==> config.mk <==
export PLATFORM = sky130hd
export DESIGN_NAME = lsu_mem_port
export DESIGN_NICKNAME = d
export VERILOG_FILES = /design/src/rtl/lsu_mem_port.sv
export SDC_FILE = /design/constraint.sdc
export NUM_CORES = 1
export LEC_CHECK = 0
export BUFFER_PORTS_ARGS = -buffer_cell sky130_fd_sc_hd__buf_2
export CAP_MARGIN = 20
export CELL_PAD_IN_SITES_DETAIL_PLACEMENT = 0
export CELL_PAD_IN_SITES_GLOBAL_PLACEMENT = 1
export CORE_AREA = 2 2 128 130
export CTS_CLUSTER_SIZE = 20
export DETAILED_ROUTE_END_ITERATION = 10
export DIE_AREA = 0 0 130 132
export PLACE_DENSITY_LB_ADDON = 0.1
export SLEW_MARGIN = 20
export SYNTH_ARGS = -nofsm -noshare
export SYNTH_HDL_FRONTEND = slang
export SYNTH_SLANG_ARGS = --single-unit
export TNS_END_PERCENT = 1
==> constraint.sdc <==
create_clock -name clk -period 3.7 [get_ports clk]
set_input_delay 0.185 -clock clk [delete_from_list [all_inputs] [get_ports clk]]
set_output_delay 0.185 -clock clk [all_outputs]
set_load 0.01 [all_outputs]
==> src/rtl/lsu_mem_port.sv <==
`default_nettype none
// ============================================================================
// Module   : lsu_mem_port
// Brief    : Load/store stage with req/gnt/rvalid memory bus, misalignment
//            rejection and bus-timeout watchdog. Define LSU_SUBWORD_EN to add
//            byte/halfword accesses decoded from req_size (funct3).
// Revision : 1.0 - initial release
// ============================================================================
module lsu_mem_port #(
    parameter int TIMEOUT_CYCLES = 16,
    parameter int CNT_W          = 5
) (
    input  logic        clk,
    input  logic        reset,
    input  logic        req_valid,
    input  logic        req_we,
    input  logic [31:0] req_addr,
    input  logic [31:0] req_wdata,
    input  logic [2:0]  req_size,
    output logic        stall,
    output logic        done,
    output logic [31:0] rdata,
    output logic        misalign_err,
    output logic        bus_err,
    output logic        mem_req,
    output logic        mem_we,
    output logic [31:0] mem_addr,
    output logic [31:0] mem_wdata,
    output logic [3:0]  mem_wstrb,
    input  logic        mem_gnt,
    input  logic        mem_rvalid,
    input  logic [31:0] mem_rdata
);

    localparam logic [1:0] c_st_idle = 2'd0;
    localparam logic [1:0] c_st_req  = 2'd1;
    localparam logic [1:0] c_st_wait = 2'd2;
    localparam logic [1:0] c_st_done = 2'd3;

    localparam logic [CNT_W-1:0] c_cnt_last = CNT_W'(TIMEOUT_CYCLES - 1);

    logic [1:0]       r_state;
    logic [1:0]       w_next;
    logic [CNT_W-1:0] r_cnt;
    logic [31:0]      r_addr;
    logic [31:0]      r_wdata;
    logic [31:0]      r_rdata;
    logic             r_we;
    logic             r_bus_err;

    logic             w_aligned;
    logic             w_launch;
    logic             w_reject;
    logic             w_cnt_last;
    logic [3:0]       w_strb;
    logic [31:0]      w_bus_wdata;
    logic [31:0]      w_load_data;

`ifdef LSU_SUBWORD_EN
    logic [2:0]       r_size;
    logic [31:0]      w_lane;

    always_comb begin
        w_aligned = 1'b1;
        case (req_size[1:0])
            2'b00:   w_aligned = 1'b1;
            2'b01:   w_aligned = ~req_addr[0];
            default: w_aligned = (req_addr[1:0] == 2'b00);
        endcase
    end

    always_comb begin
        w_strb      = 4'hF;
        w_bus_wdata = r_wdata;
        case (r_size[1:0])
            2'b00: begin
                w_strb      = 4'b0001 << r_addr[1:0];
                w_bus_wdata = {4{r_wdata[7:0]}};
            end
            2'b01: begin
                w_strb      = 4'b0011 << r_addr[1:0];
                w_bus_wdata = {2{r_wdata[15:0]}};
            end
            default: begin
                w_strb      = 4'hF;
                w_bus_wdata = r_wdata;
            end
        endcase
    end

    // Addressed lane moved down to bit 0 before extension
    assign w_lane = mem_rdata >> {r_addr[1:0], 3'b000};

    always_comb begin
        w_load_data = mem_rdata;
        case (r_size)
            3'b000:  w_load_data = {{24{w_lane[7]}}, w_lane[7:0]};
            3'b001:  w_load_data = {{16{w_lane[15]}}, w_lane[15:0]};
            3'b100:  w_load_data = {24'h0, w_lane[7:0]};
            3'b101:  w_load_data = {16'h0, w_lane[15:0]};
            default: w_load_data = mem_rdata;
        endcase
    end

    always_ff @(posedge clk or negedge reset) begin
        if (!reset) begin
            r_size <= 3'b000;
        end else if (r_state == c_st_idle && w_launch) begin
            r_size <= req_size;
        end
    end
`else
    logic w_unused_bits;

    assign w_aligned     = (req_addr[1:0] == 2'b00);
    assign w_strb        = 4'hF;
    assign w_bus_wdata   = r_wdata;
    assign w_load_data   = mem_rdata;
    assign w_unused_bits = ^{req_size, r_addr[1:0]};
`endif

    assign w_launch   = req_valid & w_aligned;
    assign w_reject   = req_valid & ~w_aligned;
    assign w_cnt_last = (r_cnt == c_cnt_last);

    always_ff @(posedge clk or negedge reset) begin
        if (!reset) begin
            r_state <= c_st_idle;
        end else begin
            r_state <= w_next;
        end
    end

    always_comb begin
        w_next = r_state;
        case (r_state)
            c_st_idle: begin
                if (w_launch) begin
                    w_next = c_st_req;
                end
            end
            c_st_req: begin
                // Stores are posted: the grant alone completes them
                if (mem_gnt) begin
                    w_next = r_we ? c_st_done : c_st_wait;
                end else if (w_cnt_last) begin
                    w_next = c_st_done;
                end
            end
            c_st_wait: begin
                if (mem_rvalid || w_cnt_last) begin
                    w_next = c_st_done;
                end
            end
            c_st_done: begin
                w_next = c_st_idle;
            end
            default: begin
                w_next = c_st_idle;
            end
        endcase
    end

    always_ff @(posedge clk or negedge reset) begin
        if (!reset) begin
            r_cnt     <= '0;
            r_addr    <= 32'h0;
            r_wdata   <= 32'h0;
            r_rdata   <= 32'h0;
            r_we      <= 1'b0;
            r_bus_err <= 1'b0;
        end else begin
            case (r_state)
                c_st_idle: begin
                    if (w_launch) begin
                        r_addr    <= req_addr;
                        r_wdata   <= req_wdata;
                        r_we      <= req_we;
                        r_cnt     <= '0;
                        r_rdata   <= 32'h0;
                        r_bus_err <= 1'b0;
                    end
                end
                c_st_req: begin
                    r_cnt <= r_cnt + 1'b1;
                    if (!mem_gnt && w_cnt_last) begin
                        r_bus_err <= 1'b1;
                    end
                end
                c_st_wait: begin
                    r_cnt <= r_cnt + 1'b1;
                    if (mem_rvalid) begin
                        r_rdata <= w_load_data;
                    end else if (w_cnt_last) begin
                        r_bus_err <= 1'b1;
                    end
                end
                default: begin
                    r_cnt <= r_cnt;
                end
            endcase
        end
    end

    always_comb begin
        stall        = 1'b0;
        done         = 1'b0;
        misalign_err = 1'b0;
        bus_err      = 1'b0;
        rdata        = 32'h0;
        mem_req      = 1'b0;
        mem_we       = 1'b0;
        mem_addr     = 32'h0;
        mem_wdata    = 32'h0;
        mem_wstrb    = 4'h0;
        case (r_state)
            c_st_idle: begin
                // Misaligned requests retire at once with no bus traffic
                stall        = w_launch;
                misalign_err = w_reject;
                done         = w_reject;
            end
            c_st_req: begin
                stall     = 1'b1;
                mem_req   = 1'b1;
                mem_we    = r_we;
                mem_addr  = {r_addr[31:2], 2'b00};
                mem_wdata = w_bus_wdata;
                mem_wstrb = w_strb;
            end
            c_st_wait: begin
                stall = 1'b1;
            end
            c_st_done: begin
                done    = 1'b1;
                bus_err = r_bus_err;
                rdata   = r_rdata;
            end
            default: begin
                stall = 1'b0;
            end
        endcase
    end

endmodule
`default_nettype wire
Yosys cells after proc, flatten, opt, wreduce, memory -nomap -nowiden --
Cells that the tools add are included. W data, S select, Z words.
Cells by class: $add $sub $neg 1, mux-type cells 26, reduce and logical (&&, ||, !) cells 14, bitwise logic cells 3, equality and inequality tests 11
Operators with widths (count):
- $mux W32 | 5
- $pmux W32 S2 | 1
- $ne A2 B2 Y1 const B | 6
- $pmux W5 S2 | 1
- $mux W1 | 9
- $mux W2 | 4
- $pmux W2 S4 | 1
- $reduce_and A3 Y1 | 2
- $add A5 B1 Y5 const B | 1
- $eq A5 B4 Y1 const B | 1
- $mux W5 | 1
- $reduce_and A5 Y1 | 1
- $eq A2 B2 Y1 const B | 2
- $logic_not A2 Y1 | 2
- $mux W4 | 1
- $pmux W1 S2 | 2
- $reduce_and A2 Y1 | 2
- $reduce_bool A2 Y1 | 2
- $ne A3 B3 Y1 const B | 1
- $pmux W1 S3 | 1
- $reduce_bool A3 Y1 | 1
- $and A1 B1 Y1 | 2
- $eq A2 B1 Y1 const B | 1
- $reduce_or A2 Y1 | 1
- 4 further kinds | 4
Word-level totals: register bits after elaboration 105, word-level logic and storage cells 62

Logic depth before layout (Yosys ltp) --
Gate-level depths: netlist of the first run.
depth after elaboration 4, mapped depth 8, gate-level depth less buffers 7

Least setup slack after synthesis of the first run --
OpenSTA, ideal clock, no wires.
path type reg-to-reg, start register r_state[0], end register r_addr[15], arrival 1.619 ns, period minus slack after synthesis 1.744 ns, setup slack 1.956 ns, data required time 3.575 ns, cell stages (with the launch flop) 7, path buffers 2, cell sequence dfrtp_1 -> inv_1 -> ha_1 -> and4bb_1 -> buf_6 -> buf_6 -> mux2_2
Between the ends: cells in the longest elaborated chain, start to end 2
Ends and longest elaborated chain:
- start: declaration | RTL line 42 | logic [1:0] r_state;
- start signal: assignment | RTL line 128 | r_state <= c_st_idle;
- start signal: assignment | RTL line 130 | r_state <= w_next;
- $logic_not A2 Y1 | RTL line 173 | case (r_state)
- $reduce_and A2 Y1 (no source line)
- end signal: assignment | RTL line 176 | r_addr <= req_addr;
- end: declaration | RTL line 45 | logic [31:0] r_addr;
Every way passes these cells. A chain may end at the register's enable or synchronous reset.

Worst setup path after layout of the first run --
start register r_state[1], end output mem_addr[7]
Between the ends: cells in the longest elaborated chain, start to end 2
Ends and longest elaborated chain:
- $eq A2 B1 Y1 | RTL line 216 | case (r_state)
- $mux W32 | RTL line 216
- end: declaration | RTL line 27 | output logic [31:0] mem_addr,
Every way passes these cells.

==> key figures, run 1 <==
Status
  – Outcome: finished, final reports clean

Synthesis
  – Asr flop ratio synth: 100%
  – Main synth FF type: dfrtp_1
  – Synth top area share: 54.1%
  – Commonest cells in the netlist: dfrtp_1, and2_1, mux2_2, a22o_1, mux2_1
  – Syn avg cell area: 12.6 sq um
  – Area contributors post-synth: dfrtp_1, and2_1, mux2_2
  – EDFF count, synth: 0
  – Ys Warns: 0
  – Post-synth cell types: 34
  – Gate Count Post-Synth: 379
  – Most common cell in the netlist: dfrtp_1
  – Yosys top cell by area: dfrtp_1
  – Synth Register Bits: 103
  – Synthesized cell area: 4770 sq um
  – Sequential area share after synthesis: 54.1%

CTS
  – TritonCTS buffer count: 9
  – CTS tree: built
  – Htree depth: 3
  – Clk root buf: clkbuf_16
  – Post-CTS Resized: 0
  – Worst-Skew Late Latency: 0.35 ns
  – Clock sink count: 103
  – CTS max path bufs: 2
  – Clock-pin transition on the worst setup and hold timing paths: 0.07 ns

Layout
  – Layout cell share with drive strength beyond 1: 49.0%
  – Synth-to-layout area growth: 30.7%
  – Final nets: 684
  – Multi-input logic area: 1960 sq um
  – Reg area: 2580 sq um
  – Diode count: 0
  – Filler cell count: 1,592

Floorplanning
  – Row count: 46
  – Die width: 130 um
  – Die height: 132 um
  – I/O pin cnt: 211
  – Die area: 17,200 sq um
  – Starting Density: 30.3%
  – Core area: 15,700 sq um

Timing
  – Max Freq: 0.405 GHz
  – Clk_skew: 0.00653 ns
  – Slew headroom: 32.7%
  – RSZ-0062 raised after global routing: no
  – Pins over their slew limit: 0
  – Min Tclk post-route: 2.47 ns
  – Final setup TNS: 0 ns
  – Final setup vio count: 0
  – Fin Hold WS: 0.0529 ns
  – Hold Fails Final Rpt: 0
  – Worst slew pin tran: 1.01 ns
  – Final period util: 66.8%

Min path
  – Worst Hold Class: input port to register

Place
  – Dpl hpwl: 8230 um
  – Gpl congestion: 0.701
  – PortBufs: 205

Global routing
  – Vias in the first global route: 3,708
  – GRT Total Usage: 14.4%
  – Remaining global-route overflow: 0
  – Largest net degree at the start of global routing: 78
  – First-pass GRT wire length: 19,400 um
  – Initial antenna violation count: 0

Setup path
  – Cell Chain, Critical Path: inv_1 > ha_2 > buf_4 > and2_1 > buf_2
  – Worst setup path start: r_state[1]
  – Crit path largest cell delay: 0.72 ns
  – Worst Path Required: 3.51 ns
  – Critical Setup Path Class: register to output port
  – Flop-to-flop setup slack: 1.25 ns
  – Worst path top cell family by delay: adder cells
  – Crit path to: mem_addr[7]
  – Reg2reg path depth: 5
  – Cell at the slowest stage of the critical path: ha_2
  – CP startpoint kind: register
  – Reg2Reg Launch Point: r_state[0]
  – Buf/Inv on CP: 3
  – Worst endpoint data arrival time: 2.29 ns
  – R2r endpoint: r_addr[26]
  – Setup crit end kind: output port
  – Crit-path max FO: 46
  – Critical path depth in cells: 5

Power and ir drop
  – Sequential Power Share: 38.6%
  – Clock share of power: 21.0%
  – Net Sw Frac: 33.7%
  – Switch Pwr: 1680 uW
  – Static leakage: 0.00325 uW
  – PD cells: 799 nW/um^2
  – Worst vdd ir: 330 uV
  – Combinational share of power: 40.4%
  – Internal Power: 3300 uW

Detailed routing
  – Post-Route WL: 12,000 um
  – Drt first-iter violations: 153
  – Drt drc: 0
  – Routed vias/inst: 4.48
  – TritonRoute pass-1 iters: 4
  – Via count: 3,546
  – DRT antenna net count: 0
  – DR WL/cell: 15.1 um

Job
  – Max-Cap Viols: 0
-- routing by layer --
layer,GRT usage (%),share of wire (%),vias up
met5,0,0,-
met4,4.66,1.4,0
met3,5.11,8.6,11
met2,23.2,47,145
met1,17.9,43,1727
li1,-,-,1663
-- through the flow --
| stage | cell area (sq um) | setup WS [ns] | util [%] | power, uW | instances |
|---|---|---|---|---|---|
| after detailed placement | 5890 | 1.21 | 37.5 | 3990 | 775 |
| after floorplan | 4770 | 1.96 | - | 3280 | 380 |
| final | 6230 | 1.23 | 39.6 | 4980 | 792 |
| after global routing | 6230 | 1.01 | 39.6 | 5390 | 792 |
| after CTS | 6220 | 1.12 | 39.6 | 5070 | 791 |
| after global placement | 5890 | 1.26 | 37.5 | 3940 | 775 |
-- registers in the layout, summed over array words and instances (netlist names) --
signal,count
r_addr,30
r_bus_err,1
r_cnt,5
r_rdata,32
r_state,2
r_wdata,32
r_we,1
-- area by class of cell --
class / instances / share of cell area [%]
Timing Repair Buffer: 210 / 17.2
Clock buffer: 13 / 4.18
Multi-Input combinational cell: 240 / 31.4
Inverter: 7 / 0.422
Tap cell: 216 / 4.34
Sequential cell: 103 / 41.4
Clock inverter: 3 / 1.04
-- kinds of logic (layout without fill, tap and decap cells) --
kind of cell | count (synthesis) | after routing | share of synthesized area, %
XOR/XNOR | 1 | 1 | 0.184
other | 1 | 2 | 0.0787
adder cells (fa/ha/maj) | 8 | 8 | 2.10
flip-flops | 103 | 103 | 54.1
buffers and inverters | 37 | 233 | 5.07
AND/OR/NAND/NOR | 116 | 116 | 14.9
AO/OA/AOI/OAI | 48 | 48 | 8.22
multiplexers | 65 | 65 | 15.4
-- worst min-delay path by stage --
stage	start	end	slack, ns	depth (start not counted)
after floorplan	reset	r_addr[10]	-0.11	0
after global placement	req_wdata[17]	r_wdata[17]	0.40	2
after detailed placement	req_wdata[17]	r_wdata[17]	0.40	2
after CTS	req_wdata[18]	r_wdata[18]	0.03	2
after global routing	req_wdata[18]	r_wdata[18]	0.04	2
final	req_wdata[17]	r_wdata[17]	0.05	2
-- what timing repair did --
item | CTS | global route
setup buffers | 0 | 0
hold endpoints to repair | 0 | 76
hold buffers | 0 | 1
-- power by group through the flow --
stage	logic, uW	clock network, uW	registers [uW]
global route	2260	1140	1990
global placement	2030	0	1910
floorplan	1430	0	1850
finish	2010	1040	1920
detailed placement	2050	0	1930
CTS	2060	1090	1920
-- cell usage in the layout, fill, tap and decap left out, types with 6 or more instances in the layout --
cell       count
mux2_1        12
clkbuf_16      9
nor2_1         6
dfrtp_1      103
o21ai_0        6
inv_1          6
a22o_1        32
mux2_2        53
ha_1           7
buf_2        204
and2_1        96
No activity file was read; power rests on OpenSTA's default activity.
==> inputs of run 2 (changes only) <==
--- a/config.mk
+++ b/config.mk
@@ -5,14 +5,15 @@
 export SDC_FILE = /design/constraint.sdc
 export NUM_CORES = 1
 export LEC_CHECK = 0
+export ABC_AREA = 1
 export BUFFER_PORTS_ARGS = -buffer_cell sky130_fd_sc_hd__buf_2
 export CAP_MARGIN = 20
 export CELL_PAD_IN_SITES_DETAIL_PLACEMENT = 0
 export CELL_PAD_IN_SITES_GLOBAL_PLACEMENT = 1
-export CORE_AREA = 2 2 128 130
+export CORE_AREA = 2 2 136 138
 export CTS_CLUSTER_SIZE = 20
 export DETAILED_ROUTE_END_ITERATION = 10
-export DIE_AREA = 0 0 130 132
+export DIE_AREA = 0 0 138 140
 export PLACE_DENSITY_LB_ADDON = 0.1
 export SLEW_MARGIN = 20
 export SYNTH_ARGS = -nofsm -noshare
==> constraint.sdc (replaced) <==
create_clock -name clk -period 2.2 [get_ports clk]
set_input_delay 0.11 -clock clk [delete_from_list [all_inputs] [get_ports clk]]
set_output_delay 0.11 -clock clk [all_outputs]
set_load 0.01 [all_outputs]
==> run 2 against run 1 <==
Net effect: via count grew 40%; sequential share of layout area shrank 6.7 points; non-clock buffer count grew 70; first-iteration DRC count grew 40%; synthesized cell count grew 87%; worst setup slack lost 1.1 ns; design area grew 19%; final cell count grew 51%; largest power group unchanged; highest routed layer unchanged.
==> key figures, run 2 <==
Status
  – Outcome: finished, final reports clean

CTS
  – TritonCTS buffer count: 9 (unchanged)
  – CTS max path bufs: 2 (unchanged)
  – Clk root buf: clkbuf_16
  – Post-CTS Resized: 0 (unchanged)
  – Clock-pin transition on the worst setup and hold timing paths: 0.07 ns (about the same)
  – Htree depth: 3 (unchanged)
  – CTS tree: built
  – Post-CTS setup buffer count: 0 (unchanged)
  – CTS Hold Bufs: 66 (+66)
  – Clock sink count: 103 (unchanged)
  – Worst-Skew Late Latency: 0.34 ns (about the same)

Setup path
  – Flop-to-flop setup slack: 0.34 ns (-0.91 ns)
  – Critical Setup Path Class: register to output port
  – Cell at the slowest stage of the critical path: dfrtp_1
  – Setup crit end kind: output port
  – Worst path top cell family by delay: buffers and inverters
  – Crit-path max FO: 45 (-2.2%)
  – Cell Chain, Critical Path: inv_1 > ha_2 > buf_12 > nand2_1 > inv_1 > buf_2
  – R2r endpoint: r_rdata[17]
  – Buf/Inv on CP: 4 (+1)
  – Reg2reg path depth: 8 (+3)
  – CP startpoint kind: register
  – Worst Path Required: 2.09 ns (-1.42 ns)
  – Most frequent CP cell: inv_1
  – Crit path largest cell delay: 0.45 ns (-0.27 ns)
  – Reg2Reg Launch Point: r_state[1]
  – Worst endpoint data arrival time: 1.92 ns (-0.37 ns)

Power and ir drop
  – Worst vdd ir: 382 uV (+16%)
  – PD cells: 1120 nW/um^2 (+41%)
  – Static leakage: 0.00475 uW (+46%)
  – Total power: 8360 uW (+68%)

Timing
  – Worst slew pin tran: 0.583 ns (-0.427 ns)
  – Final setup vio count: 0 (unchanged)
  – Clk_skew: 0.00466 ns (-0.00187 ns)
  – Max Freq: 0.493 GHz
  – RSZ-0062 raised after global routing: no
  – Min Tclk post-route: 2.03 ns
  – Final period util: 92.1%
  – Hold Fails Final Rpt: 0 (unchanged)
  – Final setup TNS: 0 ns (unchanged)
  – Slew headroom: 61.2% (+28 points)
  – Pins over their slew limit: 0 (unchanged)

Detailed routing
  – DRT antenna net count: 0 (unchanged)
  – Drt drc: 0 (unchanged)
  – Post-Route WL: 14,600 um (+22%)
  – Routed vias/inst: 4.13 (-7.7%)
  – DR WL/cell: 12.2 um (-20%)
  – Via count: 4,948 (+40%)
  – TritonRoute pass-1 iters: 4 (unchanged)
  – Drt first-iter violations: 214 (+40%)

Layout
  – Biggest regs: r_rdata x32, r_wdata x32, r_addr x30
  – Synth-to-layout area growth: 42.0%
  – Diode count: 0 (unchanged)
  – Layout cell share with drive strength beyond 1: 27.9% (-21 points)
  – Most frequent cells in the layout: nand2_1, buf_2, inv_1
  – Filler cell count: 1,851 (+16%)
  – Fin area: 7430 sq um (+19%)
  – Most common cell after layout, fill and taps aside: nand2_1
  – Final nets: 1,076 (+57%)

Floorplanning
  – Starting Density: 29.4% (-0.91 points)
  – Core area: 17,800 sq um (+13%)
  – I/O pin cnt: 211 (unchanged)
  – Die area: 19,300 sq um (+13%)
  – Row count: 49 (+6.5%)
  – Die width: 138 um (+6.2%)
  – Die height: 140 um (+6.1%)

Synthesis
  – Synthesized cell area: 5230 sq um (+9.8%)
  – Gate Count Post-Synth: 710 (+87%)
  – Area contributors post-synth: dfrtp_1, nand2_1, inv_1
  – Synth top area share: 49.3% (-4.8 points)
  – Synth Register Bits: 103 (unchanged)
  – Yosys top cell by area: dfrtp_1
  – Syn avg cell area: 7.37 sq um (-41%)
  – EDFF count, synth: 0 (unchanged)
  – Post-synth cell types: 24 (-29%)
  – Asr flop ratio synth: 100% (unchanged)
  – Most common cell in the netlist: nand2_1
  – Main synth FF type: dfrtp_1
  – Sequential area share after synthesis: 49.3% (-4.8 points)
  – Ys Warns: 0 (unchanged)
  – Commonest cells in the netlist: nand2_1, inv_1, dfrtp_1, o21ai_2, buf_2

Global routing
  – Largest net degree at the start of global routing: 65 (-17%)
  – GRT Total Usage: 15.1% (+0.71 points)
  – First-pass GRT wire length: 23,800 um (+22%)
  – Initial antenna violation count: 0 (unchanged)
  – Remaining global-route overflow: 0 (unchanged)
  – Vias in the first global route: 4,761 (+28%)

Place
  – Post-DP Area: 6460 sq um (+9.7%)
  – Gpl congestion: 0.777 (+11%)
  – PortBufs: 205 (unchanged)
  – Dpl hpwl: 9560 um (+16%)

Min path
  – Worst hold path cell count: 3 (+1)
  – Worst Hold Class: input port to register
  – Worst hold endpoint: r_rdata[11]
  – Hold path start: mem_rdata[11]

Job
  – Max-Cap Viols: 0 (unchanged)
[run 2: where the power goes]
part	switching [uW]	leakage, uW	internal (uW)
Combinational	2300	0.00328	1360
Clock	745	0.000145	919
Sequential	397	0.00132	2640
[run 2: layout make-up]
| class | instances | area (sq um) | share of cell area (%) |
|---|---|---|---|
| flip-flops and latches | 103 | 2580 | 34.7 |
| multi-input cells | 455 | 2000 | 26.9 |
| repair buffers | 280 | 1830 | 24.6 |
| inverters | 114 | 428 | 5.76 |
| well taps | 229 | 287 | 3.86 |
| clock buffers | 10 | 239 | 3.22 |
| clock inverters | 6 | 67.6 | 0.909 |
[run 2: cells by family after synthesis]
logic type / count (synthesis) / synth area share [%]
compound gates: 41 / 6.29
fa+ha+maj: 8 / 1.91
buf+inv: 153 / 12.6
flops: 103 / 49.3
other cells: 1 / 0.0717
simple gates: 404 / 29.9
[run 2: worst min-delay path, stage by stage]
cell and delay (ns):
buf_2 0.09, nand2_1 0.07, o21ai_2 0.06
[run 2: metrics by stage]
step                hold WS [ns]  instances  setup WS, ns  util (%)
global route             0.00126       1197        0.0157      41.8
finish                    0.0174       1197         0.173      41.8
CTS                     0.000204       1197         0.133      41.8
global placement           0.153       1115         0.366      36.4
floorplan                 -0.186        711         0.593         -
detailed placement         0.157       1115         0.329      36.4
[run 2: how the worst max path moves through the flow]
stage | startpoint | depth (start not counted) | endpoint
5_1_grt | r_state[1] | 6 | mem_wdata[10]
4_1_cts | r_state[1] | 6 | mem_addr[31]
3_5_place_dp | r_state[1] | 8 | r_rdata[20]
3_3_place_gp | r_state[0] | 8 | r_rdata[19]
2_1_floorplan | r_state[1] | 6 | mem_addr[10]
6_report | r_state[1] | 6 | mem_wdata[29]
[run 2: layer usage]
metal | up-vias | GRT usage [%] | part of all wire (%)
li1 | 2551 | - | -
met1 | 2238 | 20.4 | 46
met2 | 143 | 24.2 | 46
met3 | 16 | 2.94 | 5.6
met4 | 0 | 5.37 | 1.6
met5 | - | 0 | 0
==> inputs of run 3 (changes only) <==
--- a/config.mk
+++ b/config.mk
@@ -14,6 +14,7 @@
 export CTS_CLUSTER_SIZE = 20
 export DETAILED_ROUTE_END_ITERATION = 10
 export DIE_AREA = 0 0 138 140
+export HOLD_SLACK_MARGIN = 0.15
 export PLACE_DENSITY_LB_ADDON = 0.1
 export SLEW_MARGIN = 20
 export SYNTH_ARGS = -nofsm -noshare
==> run 3 against run 2 <==
Net effect: utilization is 1.7 points higher; clock skew hardly changed; design area is 4.2% higher; critical path depth unchanged; sequential power about the same; routed wire length up 1.9%; non-clock buffer count up 31; highest routed layer unchanged; global-route usage is 0.31 points higher; clock power about the same; maximum frequency barely moved; register-to-register slack about the same.
==> key figures, run 3 (same netlist as run 2, synthesis figures left out) <==
Status
  – Outcome: finished, final reports clean

Timing
  – Min Tclk post-route: 2.03 ns (-0.000563 ns)
  – Hold Fails Final Rpt: 0 (unchanged)
  – Slew headroom: 61.1% (about the same)
  – Worst slew pin tran: 0.583 ns (+0.000465 ns)
  – Pins over their slew limit: 0 (unchanged)
  – Final setup vio count: 0 (unchanged)
  – Clk_skew: 0.00461 ns (-0.0000455 ns)
  – Max Freq: 0.493 GHz (about the same)
  – RSZ-0062 raised after global routing: no
  – Final period util: 92.1% (about the same)
  – Final setup TNS: 0 ns (unchanged)
  – Fin Hold WS: 0.203 ns (+0.186 ns)

Place
  – Gpl congestion: 0.777 (unchanged)
  – Dpl hpwl: 9560 um (unchanged)
  – Post-DP Area: 6460 sq um (unchanged)
  – PortBufs: 205 (unchanged)

Detailed routing
  – Drt first-iter violations: 229 (+7.0%)
  – Drt drc: 0 (unchanged)
  – Routed vias/inst: 4.13 (about the same)
  – Post-Route WL: 14,900 um (+1.9%)
  – Via count: 5,073 (+2.5%)
  – DR WL/cell: 12.1 um (-0.69%)
  – DRT antenna net count: 0 (unchanged)
  – TritonRoute pass-1 iters: 4 (unchanged)

CTS
  – CTS max path bufs: 2 (unchanged)
  – Worst-Skew Late Latency: 0.35 ns (about the same)
  – Htree depth: 3 (unchanged)
  – Clk root buf: clkbuf_16
  – TritonCTS buffer count: 9 (unchanged)
  – CTS tree: built
  – Clock sink count: 103 (unchanged)
  – Clock-pin transition on the worst setup and hold timing paths: 0.07 ns (about the same)
  – Post-CTS Resized: 0 (unchanged)

Power and ir drop
  – Worst vdd ir: 386 uV (+1.0%)
  – Total power: 8410 uW (+0.61%)
  – PD cells: 1090 nW/um^2 (-3.4%)
  – Net Sw Frac: 41.1% (-0.070 points)
  – Combinational share of power: 44.1% (+0.3 points)
  – Sequential Power Share: 36.1% (-0.2 points)
  – Switch Pwr: 3450 uW (+0.44%)
  – Internal Power: 4950 uW (+0.73%)
  – Static leakage: 0.00488 uW (+2.7%)
  – Clock share of power: 19.8% (about the same)

Floorplanning
  – Core area: 17,800 sq um (unchanged)
  – Starting Density: 29.4% (unchanged)
  – I/O pin cnt: 211 (unchanged)
  – Die area: 19,300 sq um (unchanged)
  – Die width: 138 um (unchanged)
  – Row count: 49 (unchanged)
  – Die height: 140 um (unchanged)

Layout
  – Multi-input logic area: 2000 sq um (unchanged)
  – Most frequent cells in the layout: nand2_1, buf_2, inv_1
  – Layout cell share with drive strength beyond 1: 27.0% (-0.87 points)
  – Most common cell after layout, fill and taps aside: nand2_1
  – Filler cell count: 1,820 (-1.7%)
  – Reg area: 2580 sq um (unchanged)
  – Biggest regs: r_rdata x32, r_wdata x32, r_addr x30
  – Final nets: 1,107 (+2.9%)
  – Fin area: 7740 sq um (+4.2%)
  – Diode count: 0 (unchanged)
  – Synth-to-layout area growth: 48.0%

Setup path
  – Critical Setup Path Class: register to output port
  – CP startpoint kind: register
  – Worst Path Required: 2.09 ns (about the same)
  – Worst path top cell family by delay: buffers and inverters
  – Cell at the slowest stage of the critical path: dfrtp_1
  – Crit path largest cell delay: 0.45 ns (about the same)
  – Setup crit end kind: output port
  – Crit-path max FO: 45 (unchanged)
  – Worst endpoint data arrival time: 1.92 ns (about the same)
  – Most frequent CP cell: inv_1
  – Cell Chain, Critical Path: inv_1 > ha_2 > buf_12 > nand2_1 > inv_1 > buf_2
  – Buf/Inv on CP: 4 (unchanged)

Global routing
  – GRT Total Usage: 15.4% (+0.31 points)
  – Largest net degree at the start of global routing: 65 (unchanged)
  – First-pass GRT wire length: 24,300 um (+2.1%)
  – Initial antenna violation count: 0 (unchanged)
  – Remaining global-route overflow: 0 (unchanged)
  – Vias in the first global route: 4,911 (+3.2%)

Min path
  – Worst Hold Class: input port to register

Job
  – Max-Cap Viols: 0 (unchanged)
-- run 3: cell type report --
type	instances	area share [%]
Tap cell	229	3.70
Multi-Input combinational cell	455	25.9
Sequential cell	103	33.3
Timing Repair Buffer	311	27.7
Inverter	114	5.53
Clock inverter	6	0.873
Clock buffer	10	3.09
-- run 3: what timing repair did --
| item | CTS | global route |
|---|---|---|
| setup buffers | 0 | 0 |
| hold endpoints to repair | 135 | 0 |
| hold buffers | 97 | 0 |
-- run 3: layer usage --
layer | wire (um) | track usage (%) | vias to the layer above
li1 | - | - | 2613
met1 | 6910 | 20.5 | 2298
met2 | 6970 | 25.0 | 144
met3 | 715 | 2.91 | 18
met4 | 258 | 5.75 | 0
met5 | 0 | 0 | -
-- run 3: final timing paths --
path / from / to / slack, ns / cells past startpoint
setup / recovery: r_state[1] / mem_wdata[29] / 0.17 / 6
hold / removal: req_valid / r_state[1] / 0.20 / 5
setup reg to reg: r_state[1] / r_rdata[17] / 0.34 / 8
hold reg to reg: r_wdata[31] / r_wdata[31] / 0.48 / 2
max in group asynchronous: reset / r_addr[30] / 1.28 / 3
min in group asynchronous: reset / r_addr[18] / 0.30 / 2
-- run 3: worst min-delay path, stage by stage --
cell     delay (ns)
buf_2          0.11
a21oi_1        0.13
nor2_1         0.07
nand2_1        0.05
nand2_1        0.04
-- run 3: power by group through the flow --
stage                     logic [uW]  clock network (uW)  registers (uW)
after global placement          3590                   0            3040
final                           3710                1670            3030
after detailed placement        3640                   0            3060
after CTS                       3780                1730            3030
after floorplan                 2620                   0            2980
after global routing            4220                1820            3130
-- run 3: stage by stage --
step,std cells,worst slack (ns),util (%)
2_1_floorplan,711,0.593,-
3_3_place_gp,1115,0.366,36.4
3_5_place_dp,1115,0.329,36.4
4_1_cts,1228,0.133,43.5
5_1_grt,1228,0.0157,43.5
6_report,1228,0.173,43.5
